### config.mk
export PLATFORM = sky130hd
export DESIGN_NAME = audio_in
export DESIGN_NICKNAME = d
export VERILOG_FILES = /design/src/rtl/audio_in.sv
export SDC_FILE = /design/constraint.sdc
export NUM_CORES = 1
export LEC_CHECK = 0
export ABC_AREA = 1
export ABC_CLOCK_PERIOD_IN_PS = 1600
export CAP_MARGIN = 10
export CORE_UTILIZATION = 45
export CTS_CLUSTER_SIZE = 20
export DETAILED_ROUTE_END_ITERATION = 8
export GPL_ROUTABILITY_DRIVEN = 0
export MAX_ROUTING_LAYER = met4
export PLACE_DENSITY = 0.7
export SLEW_MARGIN = 10
export SYNTH_ARGS = -nofsm -noshare
export SYNTH_HDL_FRONTEND = slang
export SYNTH_SLANG_ARGS = --single-unit
### constraint.sdc
create_clock -name clk_pwm -period 1.6 [get_ports clk_pwm]
set_clock_uncertainty 0.1 [all_clocks]
set_input_delay 0.32 -clock clk_pwm [delete_from_list [all_inputs] [get_ports clk_pwm]]
set_output_delay 0.32 -clock clk_pwm [all_outputs]
set_load 0.05 [all_outputs]
### src/rtl/audio_in.sv
// Stereo first-order sigma-delta ADC back end: comparator sync, 1-bit feedback,
// sinc1 decimation to 8-bit unsigned samples and a one-deep valid/ready holding stage.
module audio_in #(
    parameter int DECIM_LOG2  = 8,
    parameter int SYNC_STAGES = 2
) (
    input  logic       clk_pwm,
    input  logic       rst,
    input  logic       cmp_left,
    input  logic       cmp_right,
    output logic       fb_left,
    output logic       fb_right,
    output logic [7:0] data_left,
    output logic [7:0] data_right,
    output logic       valid,
    input  logic       ready,
    input  logic       overrun_clr,
    output logic       overrun
);

    localparam int SH = DECIM_LOG2 - 8;
    localparam logic [DECIM_LOG2-1:0] WMAX = '1;

    logic [SYNC_STAGES-1:0] sync_l;
    logic [SYNC_STAGES-1:0] sync_r;
    logic [DECIM_LOG2-1:0]  win_cnt;
    logic [DECIM_LOG2:0]    acc_l;
    logic [DECIM_LOG2:0]    acc_r;
    logic [DECIM_LOG2:0]    sum_l;
    logic [DECIM_LOG2:0]    sum_r;
    logic                   win_end;
    logic                   accept;

    // A full window of ones (sum == W) only fits in 9 bits, so it saturates.
    function automatic logic [7:0] scale(input logic [DECIM_LOG2:0] sum);
        scale = sum[DECIM_LOG2] ? 8'hFF : sum[SH +: 8];
    endfunction

    assign sum_l   = acc_l + {{DECIM_LOG2{1'b0}}, fb_left};
    assign sum_r   = acc_r + {{DECIM_LOG2{1'b0}}, fb_right};
    assign win_end = (win_cnt == WMAX);
    assign accept  = !valid || ready;

    always_ff @(posedge clk_pwm) begin
        if (rst) begin
            sync_l   <= '0;
            sync_r   <= '0;
            fb_left  <= 1'b0;
            fb_right <= 1'b0;
        end else begin
            sync_l   <= {sync_l[SYNC_STAGES-2:0], cmp_left};
            sync_r   <= {sync_r[SYNC_STAGES-2:0], cmp_right};
            fb_left  <= sync_l[SYNC_STAGES-1];
            fb_right <= sync_r[SYNC_STAGES-1];
        end
    end

    always_ff @(posedge clk_pwm) begin
        if (rst) begin
            win_cnt <= '0;
            acc_l   <= '0;
            acc_r   <= '0;
        end else begin
            win_cnt <= win_cnt + 1'b1;
            if (win_end) begin
                acc_l <= '0;
                acc_r <= '0;
            end else begin
                acc_l <= sum_l;
                acc_r <= sum_r;
            end
        end
    end

    always_ff @(posedge clk_pwm) begin
        if (rst) begin
            data_left  <= 8'h00;
            data_right <= 8'h00;
            valid      <= 1'b0;
            overrun    <= 1'b0;
        end else begin
            if (win_end && accept) begin
                data_left  <= scale(sum_l);
                data_right <= scale(sum_r);
                valid      <= 1'b1;
            end else if (!win_end && valid && ready) begin
                valid <= 1'b0;
            end
            // A dropped pair outranks a simultaneous clear.
            if (win_end && !accept) begin
                overrun <= 1'b1;
            end else if (overrun_clr) begin
                overrun <= 1'b0;
            end
        end
    end

endmodule

== Word-level counts from Yosys, hierarchy flattened ==
Index checks and enable logic that the tools add are counted.

* Register bits after elaboration: 50
* Bits in latches: 0
* Memory bits (writable): 0
* ROM bits: 0
* Output and inout bits: 20
* Word-level logic and storage cells: 32
* Memories kept: 0

* Add/sub/neg operators: 3
* Multiply operators: 0
* Divide/modulo/power cells: 0
* Magnitude comparators: 0
* Eq/ne operators: 1
* Shifts and indexed selects: 0
* Multiplexer cells: 6
* Bitwise operators: 0
* Reductions and logical operators: 11

{| class="wikitable"
|+ Operators with widths
! kind !! number
|-
| 9-bit by 1-bit adder with 9-bit output || 2
|-
| 8-bit 2-to-1 mux || 2
|-
| 8-bit by 1-bit adder with 8-bit output, second input constant || 1
|-
| 8-bit == test, second input constant || 1
|-
| 1-bit logical AND || 4
|-
| 1-bit 2-to-1 mux || 4
|-
| 2-bit nonzero test || 2
|-
| 1-bit logical NOT || 3
|-
| 2-bit OR reduction || 1
|-
| 1-bit logical OR || 1
|}

== Depth between registers and ports, before layout ==
Gate-level depths: netlist of the first run.

* Word-level depth: 6
* Mapped depth: 10

== Worst setup path before layout of the first run ==
Ideal clock, no wire load.

* Path kind: register to register
* Start point: register fb_left
* End point: register data_left[0]
* Arrival: 1.694 ns
* Setup slack: -0.312 ns
* Stages on the path, launching flop included: 10
* Buffers on the path: 0
* Cell sequence: dfxtp_1 > ha_1 > ha_1 > nand2_1 > nor2_2 > nand2_1 > nand2_1 > nand3_2 > nor2_1 > nor2_1

* Longest elaborated chain between the ends: 2

{| class="wikitable"
|+ Ends and longest elaborated chain
! what !! line !! RTL
|-
| start: declaration || 11 || <nowiki>output logic fb_left,</nowiki>
|-
| start signal: assignment || 53 || <nowiki>fb_left <= sync_l[SYNC_STAGES-1];</nowiki>
|-
| 9-bit by 1-bit adder with 9-bit output || 39 || <nowiki>assign sum_l = acc_l + {{DECIM_LOG2{1'b0}}, fb_left};</nowiki>
|-
| 8-bit 2-to-1 mux || 36 || <nowiki>scale = sum[DECIM_LOG2] ? 8'hFF : sum[SH +: 8];</nowiki>
|-
| end signal: assignment || 83 || <nowiki>data_left <= scale(sum_l);</nowiki>
|-
| end: declaration || 13 || <nowiki>output logic [7:0] data_left,</nowiki>
|}

Every way passes these cells.
A chain may end at the register's enable or synchronous reset.

== Final worst setup path of the first run ==
* Start point: register fb_left
* End point: register data_left[2]

Same word-level chain as after synthesis.

==> flow_summary.ini, run 1 <==
[critical_path]
path_buf_inv = 0
critPathSlowestCell = dfxtp_4
crit_type = register to register
crit_family = simple AND/OR/NAND/NOR gates
critPathLaunchType = register
cp.required_ns = 1.69
cp_cell_sequence = ha_4 -> ha_4 -> nand2_1 -> nor2_2 -> nand2_1 -> nand2_2 -> nand3_4 -> nor2_1 -> nor2_1
cp_max_fo = 5
slowest_delay_ns = 0.36
cp.arrival_ns = 1.62
endpoint_kind = register

[detailed_routing]
vias_per_cell = 4.685
wl_per_cell_um = 10.81
num_vias = 1757
drt_wl_total_um = 4055
dr.pass1.iters = 4
ant_nets = 0
drt_iter0_drc = 93
route.detailed.drc = 0

[power_and_ir_drop]
ir_drop_v = 0.0006303
switching_share_pct = 21.25
power_leakage_uw = 0.001228
combinationalPowerShare_pct = 4.4
pwr-share-seq_pct = 60.3
p_sw_uw = 446.0
power.internal_uw = 1653
p_clk_share_pct = 35.3
p_per_area_nw_per_um2 = 711.6

[status]
outcome = completed

[clocking]
numCtsBuffers = 5
cts.htree.levels = 2
cts_sinks = 50
cts.clk_slew.worst_paths_ns = 0.08
root_buffer = clkbuf_8
clk_latency_ns = 0.30
cts_tree = done
postCtsHoldBufs = 0
clk_path_buf_depth = 2

[sta]
slew_headroom_pct = 81.18
finalHoldViolations = 0
rsz0062_at_grt = yes
setup_tns_ns = 0
tightest_slew_ns = 0.2813
maxClockFrequency_ghz = 0.6566
fin_hold_ws_ns = 0.2986
setup_viol = 0
min_period_over_period_pct = 95.18
drv_slew = 0
layout_min_cycle_time_ns = 1.523

[placement]
dpl_cell_area_sq_um = 2701
dp_cells = 356
port_buffers = 25
hpwl_um = 2949

[grt]
antenna_found_initial = 0
grt_pass1_vias = 1651
grt_usage_pct = 18.16
grt_max_degree = 16
grt_pass1_wl_um = 6865
gr-total-overflow = 0

[die]
io_pins = 26
die_h_um = 69.47
dieArea_sq_um = 4825
initial_core_util_pct = 47.04
chipWidth_um = 69.47
core_area_sq_um = 4354
rows = 24

[layout]
areaGrowthSynthToFinish_pct = 44.04
fin_area_sq_um = 2950
final_cells = 375
finish.utilization_pct = 67.76
num_antenna_cells = 0
final_layout_size_suffix_gt1_share_pct = 24.46
nets = 333

[yosys]
yosysWarnings = 0
synth_compound_area_share_pct = 8.002
synth_top_family_by_area = simple AND/OR/NAND/NOR gates
syn_inst = 270
synth_fa_ha_area_share_pct = 3.054
synth.distinct_cells = 27
syn-num-nets = 281
synth_simple_gate_area_share_pct = 29.75
synth.mux.area_fraction_pct = 0
synth_area_sq_um = 2048
ys_ff_latch = 50
synth_xor_xnor_area_share_pct = 2.138
yosysSeqAreaShare_pct = 48.87
syn_avg_cell_area_sq_um = 7.586

[run]
maxCapViolations = 0

[hold_path]
hp-class = register to register
state kept, by name (all words and copies together) (netlist names):
signal and flops:
sync_r 2, valid 1, acc_r 9, fb_right 1, fb_left 1, win_cnt 8
acc_l 9, data_left 8, sync_l 2, overrun 1, data_right 8
through the flow:
step | power [uW] | worst slack [ns]
after CTS | 2113 | 0.001861
final | 2099 | 0.07706
after global routing | 2179 | -0.05307
after global placement | 1371 | -0.1384
after floorplan | 1334 | 0.01312
after detailed placement | 1373 | -0.1648
cell families (layout without fill, tap and decap cells):
| group | Yosys count | after routing |
|---|---|---|
| adders and majority gates | 5 | 5 |
| DFF | 50 | 50 |
| and+or+nand+nor | 137 | 137 |
| buffers and inverters | 42 | 95 |
| xor gates and xnor gates | 5 | 5 |
| AOI/OAI and AO/OA | 31 | 31 |
final timing paths:
kind | start | to | slack, ns | cells after the start
worst min register to register | sync_r[1] | fb_right | 0.30 | 2
worst min-delay path | sync_r[1] | fb_right | 0.30 | 2
worst max register to register | fb_left | data_left[2] | 0.08 | 9
worst max-delay path | fb_left | data_left[2] | 0.08 | 9
Yosys cell counts, drive strengths merged:
library cell | instances | area (sq um)
nor2 | 66 | 281.5
dfxtp | 50 | 1001
nand2 | 48 | 192.7
inv | 37 | 138.9
nand3 | 17 | 95.09
o21ai | 16 | 80.07
a21oi | 11 | 55.05
ha | 5 | 62.56
xor2 | 5 | 43.79
clkbuf | 3 | 12.51
nand3b | 3 | 22.52
buf | 2 | 16.26
nand4 | 2 | 12.51
o21bai | 2 | 15.01
a31oi | 1 | 6.260
nor3 | 1 | 5.000
o21a | 1 | 7.510
power groups by stage:
stage / registers, uW / logic (uW) / clock network [uW]
2_1_floorplan: 1300 / 38.5 / 0
3_3_place_gp: 1290 / 78.6 / 0
3_5_place_dp: 1290 / 80.7 / 0
4_1_cts: 1260 / 81.3 / 769
5_1_grt: 1270 / 104 / 806
6_report: 1270 / 92.8 / 740
cells in the final DEF, fill, tap and decap left out, types with 3 or more instances in the layout:
cell type        instances
nand3_1                 15
o21ai_1                  7
a21oi_1                 11
inv_1                   36
nand2_2                  5
dfxtp_2                  4
clkdlybuf4s50_1          5
xor2_1                   5
nor2_2                   3
clkbuf_8                 6
dfxtp_1                 44
nand3b_1                 3
ha_4                     5
nand2_1                 42
buf_4                   21
nor2_4                   3
nor2_1                  59
buf_12                  22
o21ai_0                  9
worst register-to-register path, stage by stage (launching register included):
cell and delay (ns):
dfxtp_4 0.36, ha_4 0.14, ha_4 0.13, nand2_1 0.06, nor2_2 0.14, nand2_1 0.11
nand2_2 0.12, nand3_4 0.10, nor2_1 0.11, nor2_1 0.05
cell type report:
type	count	area, sq um
clock inverter	1	5.005
clock buffer	7	86.33
multi-input combinational	178	977.2
tap	52	65.06
inverter	37	138.9
fill	336	1404
sequential	50	1013
timing repair buffer	50	664.4
layer usage:
metal	share of wire [%]	vias to the layer above	track usage [%]	wire, um
met5	0	-	-	0
met4	1.6	0	7.483	63
met3	3.3	6	5.087	133
met2	51	27	30.74	2086
met1	44	782	20.04	1772
li1	-	942	-	-
timing repair:
item | CTS | global route
endpoints found under the setup margin | 7 | 16
cloned | 0 | 0
pin swaps | 3 | 8
setup buffers | 2 | 9
resized for setup | 5 | 13
(Power assumes the default switching activity.)
==> run 2, diff against run 1 <==
- CAP_MARGIN: 10 -> not set
- CTS_CLUSTER_DIAMETER: not set -> 200
==> results of run 2 <==
The final DEF is identical to that of run 1; final timing and power are the same.
==> run 3, diff against run 2 <==
- SKIP_LAST_GASP: not set -> 1
==> flow_summary.ini, run 3 (synthesized netlist as in run 1, its figures left out) <==
[status]
outcome = completed

[placement]
dpl_cell_area_sq_um = 2701
port_buffers = 25
hpwl_um = 2949

[power_and_ir_drop]
pwr-share-seq_pct = 60.3
p_sw_uw = 446.3
combinationalPowerShare_pct = 4.4
power_leakage_uw = 0.001229
ir_drop_v = 0.0006321
p_total_uw = 2099
power.internal_uw = 1653
switching_share_pct = 21.26
p_per_area_nw_per_um2 = 712.2
p_clk_share_pct = 35.3

[die]
core_area_sq_um = 4354
chipWidth_um = 69.47
dieArea_sq_um = 4825
initial_core_util_pct = 47.04
rows = 24
die_h_um = 69.47
io_pins = 26

[clocking]
root_buffer = clkbuf_8
cts.htree.levels = 2
cts.clk_slew.worst_paths_ns = 0.08
cts_tree = done
clk_latency_ns = 0.30
clk_path_buf_depth = 2
cts_sinks = 50
numCtsBuffers = 5

[critical_path]
cp.required_ns = 1.70
cp-startpoint = fb_left
critPathLaunchType = register
reg2reg_depth = 9
critPathSlowestCell = dfxtp_4
reg2reg_from = fb_left
cp_cell_sequence = ha_4 -> ha_4 -> nand2_1 -> nor2_2 -> nand2_1 -> nand2_2 -> nand3_4 -> nor2_1 -> nor2_1
crit_type = register to register
endpoint_kind = register
cp_max_fo = 5
slowest_delay_ns = 0.36
cp.arrival_ns = 1.62

[detailed_routing]
dr.pass1.iters = 4
route.detailed.drc = 0
num_vias = 1758
wl_per_cell_um = 10.80
drt_wl_total_um = 4049
drt_iter0_drc = 110
vias_per_cell = 4.688
ant_nets = 0

[layout]
final_common_cell = nor2_1
final_cell_mix = nor2_1, dfxtp_1, nand2_1
finish.utilization_pct = 67.70
num_antenna_cells = 0
fin_area_sq_um = 2948
reg_top3 = acc_l x9, acc_r x9
final_layout_size_suffix_gt1_share_pct = 24.15
areaGrowthSynthToFinish_pct = 43.92
nets = 333

[grt]
grt_pass1_vias = 1651
grt_pass1_wl_um = 6865
antenna_found_initial = 0
grt_max_degree = 16
gr-total-overflow = 0
grt_usage_pct = 18.16

[sta]
rsz0062_at_grt = yes
finalHoldViolations = 0
tightest_slew_ns = 0.2813
setup_viol = 0
slew_headroom_pct = 81.18
maxClockFrequency_ghz = 0.6557
layout_min_cycle_time_ns = 1.525
fin_hold_ws_ns = 0.2986
min_period_over_period_pct = 95.32
drv_slew = 0

[run]
maxCapViolations = 0

[hold_path]
hold_path_depth = 2
min-delay-start = sync_r[1]
hp-class = register to register
run 3: cell count changes in the layout (fill, tap and decap cells not counted):
cell / previous run / this run
nor2_1: 59 / 60
nor2_2: 3 / 2
run 3: worst max-delay path: cells and delay by family, from the launching register on:
kind / cells / cell delay [ns]
adders and majority gates: 2 / 0.27
DFF: 1 / 0.36
and+or+nand+nor: 7 / 0.68
run 3: worst paths after layout:
check,end,slack [ns]
setup reg to reg,data_left[0],0.07
hold / removal,fb_right,0.30
hold reg to reg,fb_right,0.30
setup / recovery,data_left[0],0.07
run 3: metal layers:
metal	vias to the layer above	part of all wire, %	global-route usage (%)
met5	-	0	-
met4	0	1.6	7.483
met3	6	3.3	5.087
met2	29	51	30.74
met1	782	44	20.04
li1	941	-	-
run 3: final cells by class:
class / instances / area, sq um
fillers: 338 / 1406
flip-flops and latches: 50 / 1013
multi-input cells: 178 / 974.7
repair buffers: 50 / 664.4
inverters: 37 / 138.9
clock buffers: 7 / 86.33
well taps: 52 / 65.06
clock inverters: 1 / 5.005
run 3: power groups by stage:
stage / clock [uW] / combinational [uW] / sequential (uW)
2_1_floorplan: 0 / 38.5 / 1300
3_5_place_dp: 0 / 80.7 / 1290
6_report: 741 / 92.3 / 1270
4_1_cts: 769 / 81.3 / 1260
5_1_grt: 806 / 104 / 1270
3_3_place_gp: 0 / 78.6 / 1290
run 3: timing repair:
| item | CTS | global route |
|---|---|---|
| resized for setup | 5 | 12 |
| setup endpoints to repair | 7 | 16 |
| hold buffers | 0 | 0 |
| setup buffers | 2 | 9 |
| pin swaps | 3 | 8 |
| hold endpoints to repair | 0 | 0 |
run 3: per-stage QoR:
| stage | instances | setup TNS [ns] | worst slack, ns |
|---|---|---|---|
| after detailed placement | 356 | -2.002 | -0.1648 |
| after global routing | 375 | -0.1491 | -0.04156 |
| final | 375 | 0 | 0.07486 |
| after global placement | 356 | -1.796 | -0.1384 |
| after CTS | 366 | 0 | 0.001861 |
| after floorplan | 270 | 0 | 0.01312 |
